File: src/rtl/k16_bus_fabric.sv
// rtl/k16_bus_fabric.sv - K16 CPU-to-slave bus fabric: address decode, wait states, error response
module k16_bus_fabric #(
    parameter int NUM_SLAVES = 4,
    parameter int ADDR_W     = 16,
    parameter int DATA_W     = 16,
    parameter logic [NUM_SLAVES*ADDR_W-1:0] SLAVE_BASE = {16'hFFF8, 16'hF000, 16'h8000, 16'h0000},
    parameter logic [NUM_SLAVES*ADDR_W-1:0] SLAVE_MASK = {16'hFFF8, 16'hFE00, 16'hF800, 16'hF000},
    parameter logic [NUM_SLAVES*4-1:0]      SLAVE_WAIT = {4'd2, 4'd1, 4'd1, 4'd1},
    parameter logic [NUM_SLAVES-1:0]        SLAVE_RO   = 4'b0100,
    parameter logic [DATA_W-1:0]            UNMAPPED_DATA = 16'h9FFF
) (
    input  logic                         clk,
    input  logic                         reset,
    input  logic                         cpu_req,
    input  logic [ADDR_W-1:0]            cpu_addr,
    input  logic [DATA_W-1:0]            cpu_dout,
    input  logic                         cpu_write,
    input  logic                         hold,
    output logic [DATA_W-1:0]            cpu_din,
    output logic                         cpu_ready,
    output logic                         bus_error,
    output logic [NUM_SLAVES-1:0]        s_sel,
    output logic [NUM_SLAVES-1:0]        s_write,
    output logic [ADDR_W-1:0]            s_addr,
    output logic [DATA_W-1:0]            s_wdata,
    input  logic [NUM_SLAVES*DATA_W-1:0] s_rdata
);

    typedef enum logic [1:0] {IDLE, ACCESS, DONE} state_t;

    state_t                  state_q, state_d;
    logic [3:0]              cnt_q, cnt_d;
    logic [NUM_SLAVES-1:0]   sel_q, sel_d;
    logic [NUM_SLAVES-1:0]   wr_q, wr_d;
    logic [ADDR_W-1:0]       addr_q, addr_d;
    logic [DATA_W-1:0]       wdata_q, wdata_d;
    logic [DATA_W-1:0]       din_q, din_d;
    logic                    ready_q, ready_d;
    logic                    err_q, err_d;
    logic                    hit_q, hit_d;
    logic                    is_write_q, is_write_d;
    logic                    ro_q, ro_d;

    logic                    dec_hit;
    logic                    dec_ro;
    logic [3:0]              dec_wait;
    logic [NUM_SLAVES-1:0]   dec_sel;
    logic [DATA_W-1:0]       rdata_sel;

    // Scan from the top index down so the lowest matching slave overrides.
    always_comb begin
        dec_hit  = 1'b0;
        dec_ro   = 1'b0;
        dec_wait = 4'd0;
        dec_sel  = '0;
        for (int i = NUM_SLAVES - 1; i >= 0; i--) begin
            if ((cpu_addr & SLAVE_MASK[i*ADDR_W +: ADDR_W]) == SLAVE_BASE[i*ADDR_W +: ADDR_W]) begin
                dec_hit    = 1'b1;
                dec_ro     = SLAVE_RO[i];
                dec_wait   = SLAVE_WAIT[i*4 +: 4];
                dec_sel    = '0;
                dec_sel[i] = 1'b1;
            end
        end
    end

    always_comb begin
        rdata_sel = '0;
        for (int i = 0; i < NUM_SLAVES; i++) begin
            if (sel_q[i]) rdata_sel = s_rdata[i*DATA_W +: DATA_W];
        end
    end

    always_comb begin
        state_d    = state_q;
        cnt_d      = cnt_q;
        sel_d      = sel_q;
        wr_d       = '0;
        addr_d     = addr_q;
        wdata_d    = wdata_q;
        din_d      = din_q;
        ready_d    = 1'b0;
        err_d      = 1'b0;
        hit_d      = hit_q;
        is_write_d = is_write_q;
        ro_d       = ro_q;
        case (state_q)
            IDLE: begin
                if (cpu_req && !hold) begin
                    addr_d     = cpu_addr;
                    wdata_d    = cpu_dout;
                    sel_d      = dec_sel;
                    wr_d       = (cpu_write && !dec_ro) ? dec_sel : '0;
                    cnt_d      = dec_wait;
                    hit_d      = dec_hit;
                    is_write_d = cpu_write;
                    ro_d       = dec_ro;
                    state_d    = ACCESS;
                end
            end
            ACCESS: begin
                if (cnt_q == 4'd0) begin
                    if (!is_write_q) din_d = hit_q ? rdata_sel : UNMAPPED_DATA;
                    sel_d   = '0;
                    ready_d = 1'b1;
                    err_d   = !hit_q || (is_write_q && ro_q);
                    state_d = DONE;
                end else begin
                    cnt_d = cnt_q - 4'd1;
                end
            end
            DONE: begin
                state_d = IDLE;
            end
            default: begin
                state_d = IDLE;
            end
        endcase
    end

    always_ff @(posedge clk) begin
        if (reset) begin
            state_q    <= IDLE;
            cnt_q      <= 4'd0;
            sel_q      <= '0;
            wr_q       <= '0;
            addr_q     <= '0;
            wdata_q    <= '0;
            din_q      <= '0;
            ready_q    <= 1'b0;
            err_q      <= 1'b0;
            hit_q      <= 1'b0;
            is_write_q <= 1'b0;
            ro_q       <= 1'b0;
        end else begin
            state_q    <= state_d;
            cnt_q      <= cnt_d;
            sel_q      <= sel_d;
            wr_q       <= wr_d;
            addr_q     <= addr_d;
            wdata_q    <= wdata_d;
            din_q      <= din_d;
            ready_q    <= ready_d;
            err_q      <= err_d;
            hit_q      <= hit_d;
            is_write_q <= is_write_d;
            ro_q       <= ro_d;
        end
    end

    assign cpu_din   = din_q;
    assign cpu_ready = ready_q;
    assign bus_error = err_q;
    assign s_sel     = sel_q;
    assign s_write   = wr_q;
    assign s_addr    = addr_q;
    assign s_wdata   = wdata_q;

endmodule

File: config.mk
export PLATFORM = sky130hd
export DESIGN_NAME = k16_bus_fabric
export DESIGN_NICKNAME = d
export VERILOG_FILES = /design/src/rtl/k16_bus_fabric.sv
export SDC_FILE = /design/constraint.sdc
export NUM_CORES = 1
export LEC_CHECK = 0
export CORE_MARGIN = 4
export CORE_UTILIZATION = 35
export CTS_CLUSTER_SIZE = 8
export DETAILED_ROUTE_END_ITERATION = 7
export PLACE_DENSITY = 0.79
export SETUP_SLACK_MARGIN = 0.3
export SLEW_MARGIN = 10
export SYNTH_ARGS = -nofsm -noshare
export SYNTH_HDL_FRONTEND = slang
export SYNTH_SLANG_ARGS = --single-unit
File: constraint.sdc
create_clock -name clk -period 2 [get_ports clk]
set_input_delay 0.3 -clock clk [delete_from_list [all_inputs] [get_ports clk]]
set_output_delay 0.3 -clock clk [all_outputs]
set_load 0.05 [all_outputs]
Yosys cells after proc, flatten, opt, wreduce, memory -nomap -nowiden --
Index checks and enable logic that the tools add are counted.
Cells by class: add/subtract/negate cells 1, equality and inequality tests 7, multiplexer cells 30, bitwise operators 6, reductions and logical operators 19
Operators with widths (count):
- 16-bit 2-to-1 mux | 5
- 4-bit 2-to-1 mux | 10
- 16-bit logical NOT | 1
- 4-bit case mux with 2 select lines | 2
- 13-bit == test (second input constant) | 1
- 3-bit AND reduction | 3
- 1-bit 2-to-1 mux | 8
- 2-bit 2-to-1 mux | 4
- 7-bit == test (second input constant) | 1
- 2-bit != test (second input constant) | 3
- 1-bit NOT | 6
- 5-bit == test (second input constant) | 1
- 4-bit logical NOT | 1
- 2-bit case mux with 2 select lines | 1
- 2-bit AND reduction | 2
- 4-bit OR reduction | 1
- 4-bit by 1-bit subtractor with 4-bit output (second input constant) | 1
- 1-bit logical AND | 3
- 1-bit logical NOT | 3
- 3-bit OR reduction | 1
- 2-bit by 1-bit == test with 1-bit output (second input constant) | 1
- 2-bit logical NOT | 1
- 2-bit nonzero test | 1
- 2-bit OR reduction | 1
- 1-bit logical OR | 1
Word-level totals: register bits 67, input bits 101, output and inout bits 58, word-level logic and storage cells 75

Depth between registers and ports, before layout --
Gate-level depths: netlist of run 1.
depth after elaboration 8, depth in mapped cells 8, gate-level depth less buffers 6

Worst setup path after synthesis of run 1 --
OpenSTA, ideal clock, no wires.
path type register to register, start register sel_q[1], in the netlist s_sel[1], end register din_q[11], in the netlist cpu_din[11], library setup time 0.134 ns, data arrival time 1.828 ns, data required time 1.866 ns, slack 0.038 ns, cell stages (with the launch flop) 8, buffers on the path 3, clock period less this slack 1.962 ns, cell sequence dfxtp_1 -> clkbuf_1 -> nor2b_1 -> clkbuf_1 -> clkbuf_1 -> a221o_1 -> a22oi_1 -> a211oi_1
On the way: word-level cells in the longest chain between the ends 4
Ends and longest elaborated chain:
- start, declared | RTL line 33 | logic [NUM_SLAVES-1:0] sel_q, sel_d;
- start signal, assigned | RTL line 138 | sel_q <= sel_d;
- 16-bit 2-to-1 mux (3 in a row) | RTL line 70 | if (sel_q[i]) rdata_sel = s_rdata[i*DATA_W +: DATA_W];
- 16-bit 2-to-1 mux | RTL line 103 | if (!is_write_q) din_d = hit_q ? rdata_sel : UNMAPPED_DATA;
- end signal, assigned | RTL line 142 | din_q <= din_d;
- end, declared | RTL line 37 | logic [DATA_W-1:0] din_q, din_d;
Every way passes these cells. A chain may end at the register's enable or synchronous reset.

Worst setup path after layout of run 1 --
start register state_q[0], end register sel_q[1], in the netlist s_sel[1]
On the way: word-level cells in the longest chain between the ends 3, elaborated cells on any way between the ends 7, classes of those cells 3 x eq/ne; 1 x mux; 3 x reduce/logical
Ends and longest elaborated chain:
- start, declared | RTL line 31 | state_t state_q, state_d;
- start signal, assigned | RTL line 136 | state_q <= state_d;
- 2-bit by 1-bit == test with 1-bit output or 2-bit logical NOT (tied branches) | RTL line 87 | case (state_q)
- 2-bit != test (no source line) or 2-bit nonzero test (tied branches)
- 3-bit AND reduction (no source line)
Parallel ways exist; a longest one is shown, timed or not.

==> results of run 1 <==
[metrics by stage]
step / cells / setup TNS (ns) / power [mW] / hold slack, ns / utilization (%)
finish: 625 / 0 / 3.28 / 0.444 / 63.1
global route: 625 / 0 / 3.42 / 0.475 / 63.1
CTS: 623 / 0 / 3.30 / 0.430 / 62.3
detailed placement: 605 / -1.20 / 2.23 / 0.448 / 60.3
global placement: 605 / -0.977 / 2.22 / 0.441 / 60.3
floorplan: 357 / 0 / 1.84 / 0.378 / -
[synthesized netlist by cell type, types with 2 or more instances]
| library cell | n |
|---|---|
| dfxtp_1 | 67 |
| a21oi_1 | 52 |
| a221o_1 | 16 |
| clkbuf_1 | 28 |
| inv_1 | 16 |
| nand2b_1 | 2 |
| nand3_1 | 3 |
| or3_1 | 2 |
| nor3_1 | 6 |
| nand2_1 | 75 |
| nand4_1 | 5 |
| nor2_1 | 20 |
| nor3b_1 | 2 |
| o21ai_0 | 5 |
| xor2_1 | 2 |
| a22oi_1 | 14 |
| nor2b_1 | 5 |
| a211oi_1 | 16 |
[power by group]
part           switching (mW)  leakage (nW)  internal (mW)  total, mW
logic                   0.414          1.39          0.326      0.740
clock network           0.466        0.0995          0.637       1.10
registers              0.0350         0.549           1.40       1.44
[worst reg2reg max path: cells and delay by family (launching register included)]
kind / cells / cell delay, ns
AND/OR/NAND/NOR: 3 / 1.37
flip-flops: 1 / 0.33
AO/OA/AOI/OAI: 1 / 0.12
[routing by layer]
layer / vias to the layer above / GRT usage [%] / share of wire (%)
met3: 13 / 6.09 / 8.6
met5: - / 0 / 0
li1: 1574 / - / -
met1: 1465 / 23.4 / 42
met2: 150 / 34.0 / 48
met4: 0 / 6.83 / 1.6
[final cells by class]
cell class                      instances  share of cell area, %
Tap cell                              102                   2.58
Timing Repair Buffer                  180                   35.4
Sequential cell                        67                   27.3
Multi-Input combinational cell        245                   29.6
Clock inverter                          2                  0.707
Inverter                               16                   1.21
Clock buffer                           13                   3.21
[how the worst max path moves through the flow]
stage                           to  slack (ns)  cells past startpoint
after global placement    s_sel[1]       -0.24                      5
after floorplan           s_sel[1]        0.17                      4
after global routing      s_sel[1]        0.06                      4
final                     s_sel[1]        0.11                      4
after CTS                 s_sel[1]        0.11                      4
after detailed placement  s_sel[1]       -0.27                      5
[kinds of logic after synthesis]
logic type,share of synthesized area [%]
other,0.130
AND/OR/NAND/NOR,20.7
flip-flops,46.6
XOR/XNOR,0.609
AO/OA/AOI/OAI,25.6
adder cells (fa/ha/maj),0.435
buffers and inverters,5.92
[timing repair]
item	in CTS	in global routing
gates cloned	1	1
endpoints found under the setup margin	79	25
setup buffers	2	1
resized for setup	65	6
hold buffers	0	0
pin swaps	2	0
[sequential cells by signal, indices dropped and copies added, names as in the netlist]
signal / count
bus_error: 1
cnt_q: 4
cpu_din: 16
cpu_ready: 1
hit_q: 1
is_write_q: 1
ro_q: 1
s_addr: 16
s_sel: 4
s_wdata: 16
s_write: 4
state_q: 2
==> flow_metrics.py, run 1 <==
metrics = {
    "status": {
        "status": "finished clean",
    },
    "global_route": {
        "antenna_found_initial": 0,
        "gr-usage-all-layers_pct": 19.8,
        "grt-ovfl-total": 0,
        "first_global_vias": 3237,
        "grt_max_degree": 40,
        "grt_pass1_wl_um": 15800,
    },
    "finish": {
        "layout_common_cells": "97 x clkdlybuf4s50_1, 75 x nand2_1, 60 x dfxtp_1, 57 x dlygate4sd2_1, 52 x a21oi_1",
        "drive_gt1_share_pct": 14.0,
        "multi_input_area_sq_um": 1470,
        "syn_to_final_growth_pct": 72.2,
        "n_fill_cell": 723,
        "final_common_cell": "clkdlybuf4s50_1",
        "layout.nets": 621,
        "stdcell_area_sq_um": 4950,
        "seq_area_sq_um": 1350,
        "antenna_cells": 0,
    },
    "min_path": {
        "min_from": "reset",
        "min_path_type": "primary input to flip-flop",
        "min_to": "s_sel[0]",
        "min_path_cells": 2,
    },
    "die": {
        "ioPinCount": 159,
        "dieHeight_um": 98.7,
        "coreArea_sq_um": 7850,
        "die_x_um": 98.7,
        "initial_utilization_pct": 36.7,
        "num_rows": 32,
        "dieArea_sq_um": 9730,
    },
    "route": {
        "dr_total_vias": 3202,
        "drc": 0,
        "ant_nets": 0,
        "drt-vias-per-instance": 5.12,
        "wl_um": 9990,
        "firstDrtPassIters": 4,
        "wl_per_cell_um": 16.0,
        "drt-initial-drc-count": 95,
    },
    "yosys": {
        "synth_top_area_cell": "dfxtp_1",
        "synth.distinct_cells": 39,
        "syn_area_sq_um": 2880,
        "synth_warnings": 0,
        "ys_seq_area_share_pct": 46.6,
        "synth_cells": 357,
        "synth.area.top_cells": "dfxtp_1 47%, nand2_1 9.8%, a21oi_1 9.0%",
        "synth_seq_cells": 67,
        "syn_area_per_cell_sq_um": 8.06,
        "yosysTopAreaCellShare_pct": 46.6,
        "syn_nets": 459,
        "postSynth.asyncResetShare_pct": 0,
        "synth_ff_type": "dfxtp_1",
        "synth-edff-count": 0,
    },
    "worst_setup_path": {
        "worst-path-buf-inv": 0,
        "rrSetupSlack_ns": 0.11,
        "r2r_cells": 4,
        "path_class": "flip-flop to flip-flop",
        "end_kind": "flip-flop",
        "slowest_stage": "or4b_4",
        "critPathLaunchType": "flip-flop",
        "cp.arrival_ns": 2.14,
        "crit_start": "state_q[0]",
        "regToRegEndpoint": "s_sel[1]",
        "cp_cell_sequence": "or4b_4 > or4_4 > or3b_4 > a21oi_2",
        "max_stage_delay_ns": 0.55,
        "cp.required_ns": 2.26,
        "cp_top_family": "simple AND/OR/NAND/NOR gates",
        "r2r-start": "state_q[0]",
        "critical_path.max_fanout": 2,
    },
    "timing": {
        "fmax_mhz": 530,
        "setup_viol": 0,
        "period_needed_ns": 1.89,
        "worst_slack_ns": 0.113,
        "finClkSkew_ns": 0.00726,
        "rsz0062_at_grt": "true",
        "report.final.slew_viol_count": 0,
        "final-hold-violation-count": 0,
        "post-route-period-util_pct": 94.4,
        "max_slew_margin_pct": 51.4,
        "tightest_slew_ns": 0.726,
    },
    "placement": {
        "dp_hpwl_um": 7430,
        "port_buffers": 158,
        "preCtsSetupSlack_ns": -0.266,
        "place_area_sq_um": 4730,
        "gp_congestion": 0.921,
    },
    "power": {
        "peakVddDrop_mv": 0.387,
        "p_per_area_nw_per_um2": 662,
        "p_leak_nw": 2.04,
    },
    "clock_network": {
        "clock_path_buffers": 2,
        "worstSkewPairLatency_ns": 0.33,
        "htree_levels": 3,
        "path_clk_slew_ns": 0.07,
        "cts_tree": "built",
        "root_buffer": "clkbuf_8",
        "clock_sinks": 67,
        "cts_buffers": 9,
    },
    "job": {
        "drv_cap": 0,
    },
}
(Power assumes the default switching activity.)
==> inputs of run 2 (changes only) <==
Settings changed: ABC_AREA set to 1, CORE_UTILIZATION 35 to 37.
==> flow_metrics.py, run 2 <==
metrics = {
    "placement": {
        "preCtsSetupSlack_ns": 0.261,
        "port_buffers": 158,
        "dp_cells": 733,
        "dp_hpwl_um": 7620,
        "place_area_sq_um": 4930,
        "gp_congestion": 0.847,
    },
    "worst_setup_path": {
        "rrSetupSlack_ns": 0.54,
        "r2r_cells": 7,
        "critical_path.max_fanout": 10,
        "regToRegEndpoint": "cpu_din[1]",
        "end_kind": "primary output",
        "cp_top_family": "flip-flops",
        "cp.arrival_ns": 1.32,
        "cp.required_ns": 1.70,
        "path_class": "flip-flop to primary output",
        "worst-path-buf-inv": 2,
        "cp_cell_sequence": "buf_4 > buf_12",
        "slowest_stage": "dfxtp_1",
        "r2r-start": "cnt_q[0]",
        "max_stage_delay_ns": 0.57,
        "critPathLaunchType": "flip-flop",
    },
    "timing": {
        "report.final.slew_viol_count": 0,
        "hold-worst-slack_ns": 0.482,
        "worst_slack_ns": 0.378,
        "tns_ns": 0,
        "max_slew_margin_pct": 63.3,
        "rsz0062_at_grt": "false",
        "final-hold-violation-count": 0,
        "tightest_slew_ns": 0.550,
        "setup_viol": 0,
        "period_needed_ns": 1.62,
        "post-route-period-util_pct": 81.1,
        "finClkSkew_ns": 0.0126,
        "fmax_mhz": 617,
    },
    "finish": {
        "layout.nets": 740,
        "drive_gt1_share_pct": 10.1,
        "stdcell_area_sq_um": 5100,
        "layout_common_cells": "108 x nor2_1, 100 x clkdlybuf4s50_1, 91 x nand2_1, 67 x dfxtp_1, 55 x dlygate4sd2_1",
        "syn_to_final_growth_pct": 56.3,
        "finalNonFillerCells": 751,
        "antenna_cells": 0,
        "final_common_cell": "nor2_1",
        "fin_util_pct": 59.1,
    },
    "route": {
        "wl_per_cell_um": 13.6,
        "wl_um": 10200,
        "dr_total_vias": 3549,
        "drt-initial-drc-count": 173,
        "ant_nets": 0,
        "drt-vias-per-instance": 4.73,
        "drc": 0,
        "firstDrtPassIters": 4,
    },
    "global_route": {
        "gr-usage-met3_pct": 7.71,
        "use_met1_pct": 20.3,
        "grt_util_met2_pct": 34.9,
        "grt-ovfl-total": 0,
        "first_global_vias": 3519,
        "grt_pass1_wl_um": 15700,
        "busiest_layer": "met2",
        "gr-usage-all-layers_pct": 19.0,
        "grt_max_degree": 35,
        "antenna_found_initial": 0,
    },
    "min_path": {
        "min_to": "s_wdata[6]",
        "min_path_cells": 2,
        "min_from": "s_wdata[6]",
        "min_path_type": "flip-flop to flip-flop",
    },
    "clock_network": {
        "root_buffer": "clkbuf_8",
        "clock_sinks": 67,
        "cts_tree": "built",
        "path_clk_slew_ns": 0.08,
        "cts_buffers": 9,
        "clock_path_buffers": 2,
        "cts_hold_buf": 0,
        "worstSkewPairLatency_ns": 0.34,
        "htree_levels": 3,
    },
    "power": {
        "p_per_area_nw_per_um2": 692,
        "finalPower_mw": 3.53,
        "p_leak_nw": 2.41,
        "peakVddDrop_mv": 0.407,
    },
    "yosys": {
        "synth_ff_type": "dfxtp_1",
        "postSynth.asyncResetShare_pct": 0,
        "synth_common_cells": "108 x nor2_1, 91 x nand2_1, 67 x dfxtp_1",
        "syn_nets": 588,
        "syn_area_sq_um": 3270,
        "synth.area.top_cells": "dfxtp_1 41%, nor2_1 12%, nand2_1 10%",
        "yosysMostFrequentCell": "nor2_1",
        "synth_warnings": 0,
        "yosysTopAreaCellShare_pct": 41.1,
        "synth_seq_cells": 67,
        "synth_cells": 486,
        "syn_area_per_cell_sq_um": 6.72,
        "synth-edff-count": 0,
        "ys_seq_area_share_pct": 41.1,
        "synth.distinct_cells": 31,
        "synth_top_area_cell": "dfxtp_1",
    },
    "status": {
        "status": "finished clean",
    },
    "die": {
        "initial_utilization_pct": 37.8,
        "num_rows": 34,
        "ioPinCount": 159,
        "dieHeight_um": 102,
        "dieArea_sq_um": 10400,
        "coreArea_sq_um": 8640,
        "die_x_um": 102,
    },
    "job": {
        "drv_cap": 0,
    },
}
run 2: changes by cell type after synthesis, sizes merged, moves of 11 or more:
cell	before	now
nand2	75	91
nand3	3	31
clkbuf	28	11
a221o	16	0
nor2	20	136
a211oi	16	0
o21ai	6	36
a22oi	14	0
a21oi	53	42
buf	1	17
inv	16	38
run 2: logic make-up (layout without fill, tap and decap cells):
group           after synthesis  in the layout  synth area share (%)
simple gates                267            268                  35.7
other cells                   1              1                 0.115
flops                        67             67                  41.1
fa+ha+maj                     1              1                 0.383
compound gates               82             82                  13.1
xor+xnor                      1              1                 0.268
buf+inv                      67            223                  9.39
run 2: worst min-delay path, cell delays in order (launching register included):
cell     delay (ns)
dfxtp_1        0.33
nor2_1         0.04
nor2_1         0.08
run 2: timing repair:
action | in CTS | in global routing
cloned | 0 | 1
resized for setup | 55 | 0
setup endpoints to repair | 55 | 10
setup buffers | 0 | 1
pin swaps | 0 | 2
run 2: power breakdown:
group | switching, mW | leakage (nW) | internal [mW]
registers | 0.0498 | 0.548 | 1.42
logic | 0.534 | 1.76 | 0.354
clock network | 0.553 | 0.0995 | 0.620
total | 1.14 | 2.41 | 2.39
run 2: area by class of cell:
cell class                      instances  area (sq um)
Clock buffer                           10           138
Clock inverter                          6          71.3
Fill cell                             846          3530
Inverter                               39           146
Multi-Input combinational cell        353          1630
Sequential cell                        67          1340
Tap cell                              108           135
Timing Repair Buffer                  168          1640
run 2: per-layer routing:
metal | vias up | share of wire [%]
li1 | 1829 | -
met1 | 1550 | 40
met2 | 161 | 47
met3 | 9 | 13
met4 | 0 | 0.74
met5 | - | 0
run 2: how the worst max path moves through the flow:
stage                     cells past startpoint     endpoint     start
after floorplan                               9  cpu_din[15]  s_sel[2]
after global placement                        5   s_addr[15]     reset
after detailed placement                      5   s_addr[15]     reset
after CTS                                     7   cpu_din[0]  cnt_q[0]
after global routing                          2     s_sel[1]  s_sel[1]
final                                         2     s_sel[1]  s_sel[1]
==> inputs of run 3 (changes only) <==
Settings changed: CORE_UTILIZATION 37 to 41, PLACE_DENSITY 0.79 to 0.83.
Clock period 2 ns to 1.65 ns, I/O delays scaled along.
==> flow_metrics.py, run 3 (synthesis gave the netlist of run 2 again) <==
metrics = {
    "finish": {
        "layout_common_cells": "106 x nor2_1, 100 x clkdlybuf4s50_1, 90 x nand2_1, 77 x buf_4, 61 x dfxtp_1",
        "seq_area_sq_um": 1360,
        "finalNonFillerCells": 768,
        "drive_gt1_share_pct": 24.2,
        "syn_to_final_growth_pct": 63.8,
        "multi_input_area_sq_um": 1690,
        "antenna_cells": 0,
        "n_fill_cell": 641,
        "layout.nets": 763,
        "stdcell_area_sq_um": 5350,
        "final_common_cell": "nor2_1",
    },
    "route": {
        "drc": 0,
        "ant_nets": 0,
        "dr_total_vias": 3771,
        "drt-initial-drc-count": 134,
        "wl_um": 10800,
        "firstDrtPassIters": 4,
        "wl_per_cell_um": 14.1,
        "drt-vias-per-instance": 4.91,
    },
    "clock_network": {
        "cts_buffers": 9,
        "cts_tree": "built",
        "cts_hold_buf": 0,
        "root_buffer": "clkbuf_8",
        "htree_levels": 3,
        "clock_sinks": 67,
        "path_clk_slew_ns": 0.07,
        "worstSkewPairLatency_ns": 0.34,
        "clock_path_buffers": 2,
    },
    "worst_setup_path": {
        "r2r_cells": 10,
        "critPathLaunchType": "flip-flop",
        "critical_path.max_fanout": 5,
        "r2r-start": "cnt_q[0]",
        "end_kind": "flip-flop",
        "cp.required_ns": 1.94,
        "rrSetupSlack_ns": 0.26,
        "cp.arrival_ns": 1.68,
        "regToRegEndpoint": "cpu_din[8]",
        "path_class": "flip-flop to flip-flop",
    },
    "global_route": {
        "grt-ovfl-total": 0,
        "grt_pass1_wl_um": 17400,
        "first_global_vias": 3790,
        "grt_max_degree": 25,
        "antenna_found_initial": 0,
        "gr-usage-all-layers_pct": 22.0,
    },
    "timing": {
        "fmax_mhz": 719,
        "worst_slack_ns": 0.258,
        "post-route-period-util_pct": 84.4,
        "tns_ns": 0,
        "hold-worst-slack_ns": 0.482,
        "period_needed_ns": 1.39,
        "report.final.slew_viol_count": 0,
        "rsz0062_at_grt": "true",
        "final-hold-violation-count": 0,
        "finClkSkew_ns": 0.00804,
        "setup_viol": 0,
    },
    "placement": {
        "dp_hpwl_um": 7730,
        "gp_congestion": 0.894,
        "place_area_sq_um": 4830,
        "port_buffers": 158,
        "dp_cells": 732,
        "preCtsSetupSlack_ns": 0.0903,
    },
    "die": {
        "initial_utilization_pct": 42.3,
        "ioPinCount": 159,
        "dieArea_sq_um": 9460,
        "coreArea_sq_um": 7730,
        "dieHeight_um": 97.2,
        "die_x_um": 97.2,
        "num_rows": 32,
    },
    "power": {
        "p_per_area_nw_per_um2": 830,
        "p_leak_nw": 2.44,
        "peakVddDrop_mv": 0.597,
    },
    "job": {
        "drv_cap": 0,
    },
    "min_path": {
        "min_path_cells": 2,
        "min_to": "ro_q",
        "min_path_type": "flip-flop to flip-flop",
        "min_from": "ro_q",
    },
    "status": {
        "status": "finished clean",
    },
}
run 3: cell types whose count changed in the layout (fill, tap and decap cells not counted), sizes merged:
cell | before | now
buf | 13 | 89
bufinv | 1 | 2
clkbuf | 10 | 12
clkinv | 2 | 5
clkinvlp | 2 | 1
dlygate4sd2 | 55 | 0
inv | 40 | 37
run 3: layout make-up:
type / instances / area share (%)
inverters: 39 / 2.88
multi-input cells: 353 / 31.5
clock inverters: 6 / 1.50
well taps: 102 / 2.39
flip-flops and latches: 67 / 25.4
clock buffers: 10 / 2.39
repair buffers: 191 / 33.9
run 3: per-stage QoR:
| step | total power, mW | utilization (%) |
|---|---|---|
| floorplan | 2.46 | - |
| global placement | 2.90 | 62.5 |
| detailed placement | 2.93 | 62.5 |
| CTS | 4.42 | 67.5 |
| global route | 4.63 | 69.2 |
| finish | 4.44 | 69.2 |
run 3: worst max-delay path, stage by stage (launching register included):
cell	delay [ns]
dfxtp_2	0.33
inv_2	0.07
ha_4	0.16
nand3_4	0.11
nor2_8	0.15
buf_6	0.15
buf_16	0.12
nor2_4	0.03
nor2_2	0.09
nand2_1	0.08
inv_1	0.05
run 3: per-layer routing:
| metal | GRT usage [%] | routed length, um | share of wire [%] | vias up |
|---|---|---|---|---|
| met5 | 0 | 0 | 0 | - |
| met2 | 37.5 | 5160 | 48 | 162 |
| met1 | 25.6 | 4320 | 40 | 1705 |
| met4 | 8.31 | 269 | 2.5 | 0 |
| met3 | 7.39 | 1050 | 9.7 | 26 |
| li1 | - | - | - | 1878 |
run 3: how the worst max path moves through the flow:
stage | startpoint | endpoint | slack (ns) | cells after the start
CTS | s_sel[3] | s_sel[3] | 0.30 | 2
global route | cnt_q[0] | cpu_din[8] | 0.18 | 10
detailed placement | hold | cnt_q[1] | 0.09 | 8
global placement | reset | s_addr[15] | 0.12 | 5
floorplan | s_sel[3] | cpu_din[15] | 0.30 | 7
finish | cnt_q[0] | cpu_din[8] | 0.26 | 10
run 3: power by group:
group	switching (mW)	internal, mW	leakage, nW
clock	0.599	0.841	0.110
sequential	0.0704	1.72	0.552
combinational	0.682	0.530	1.78
total	1.35	3.09	2.44
run 3: what timing repair did:
action,in CTS,in global routing
pin swaps,3,10
setup endpoints to repair,24,46
cloned,2,2
setup buffers,12,4
gates resized for setup,16,14
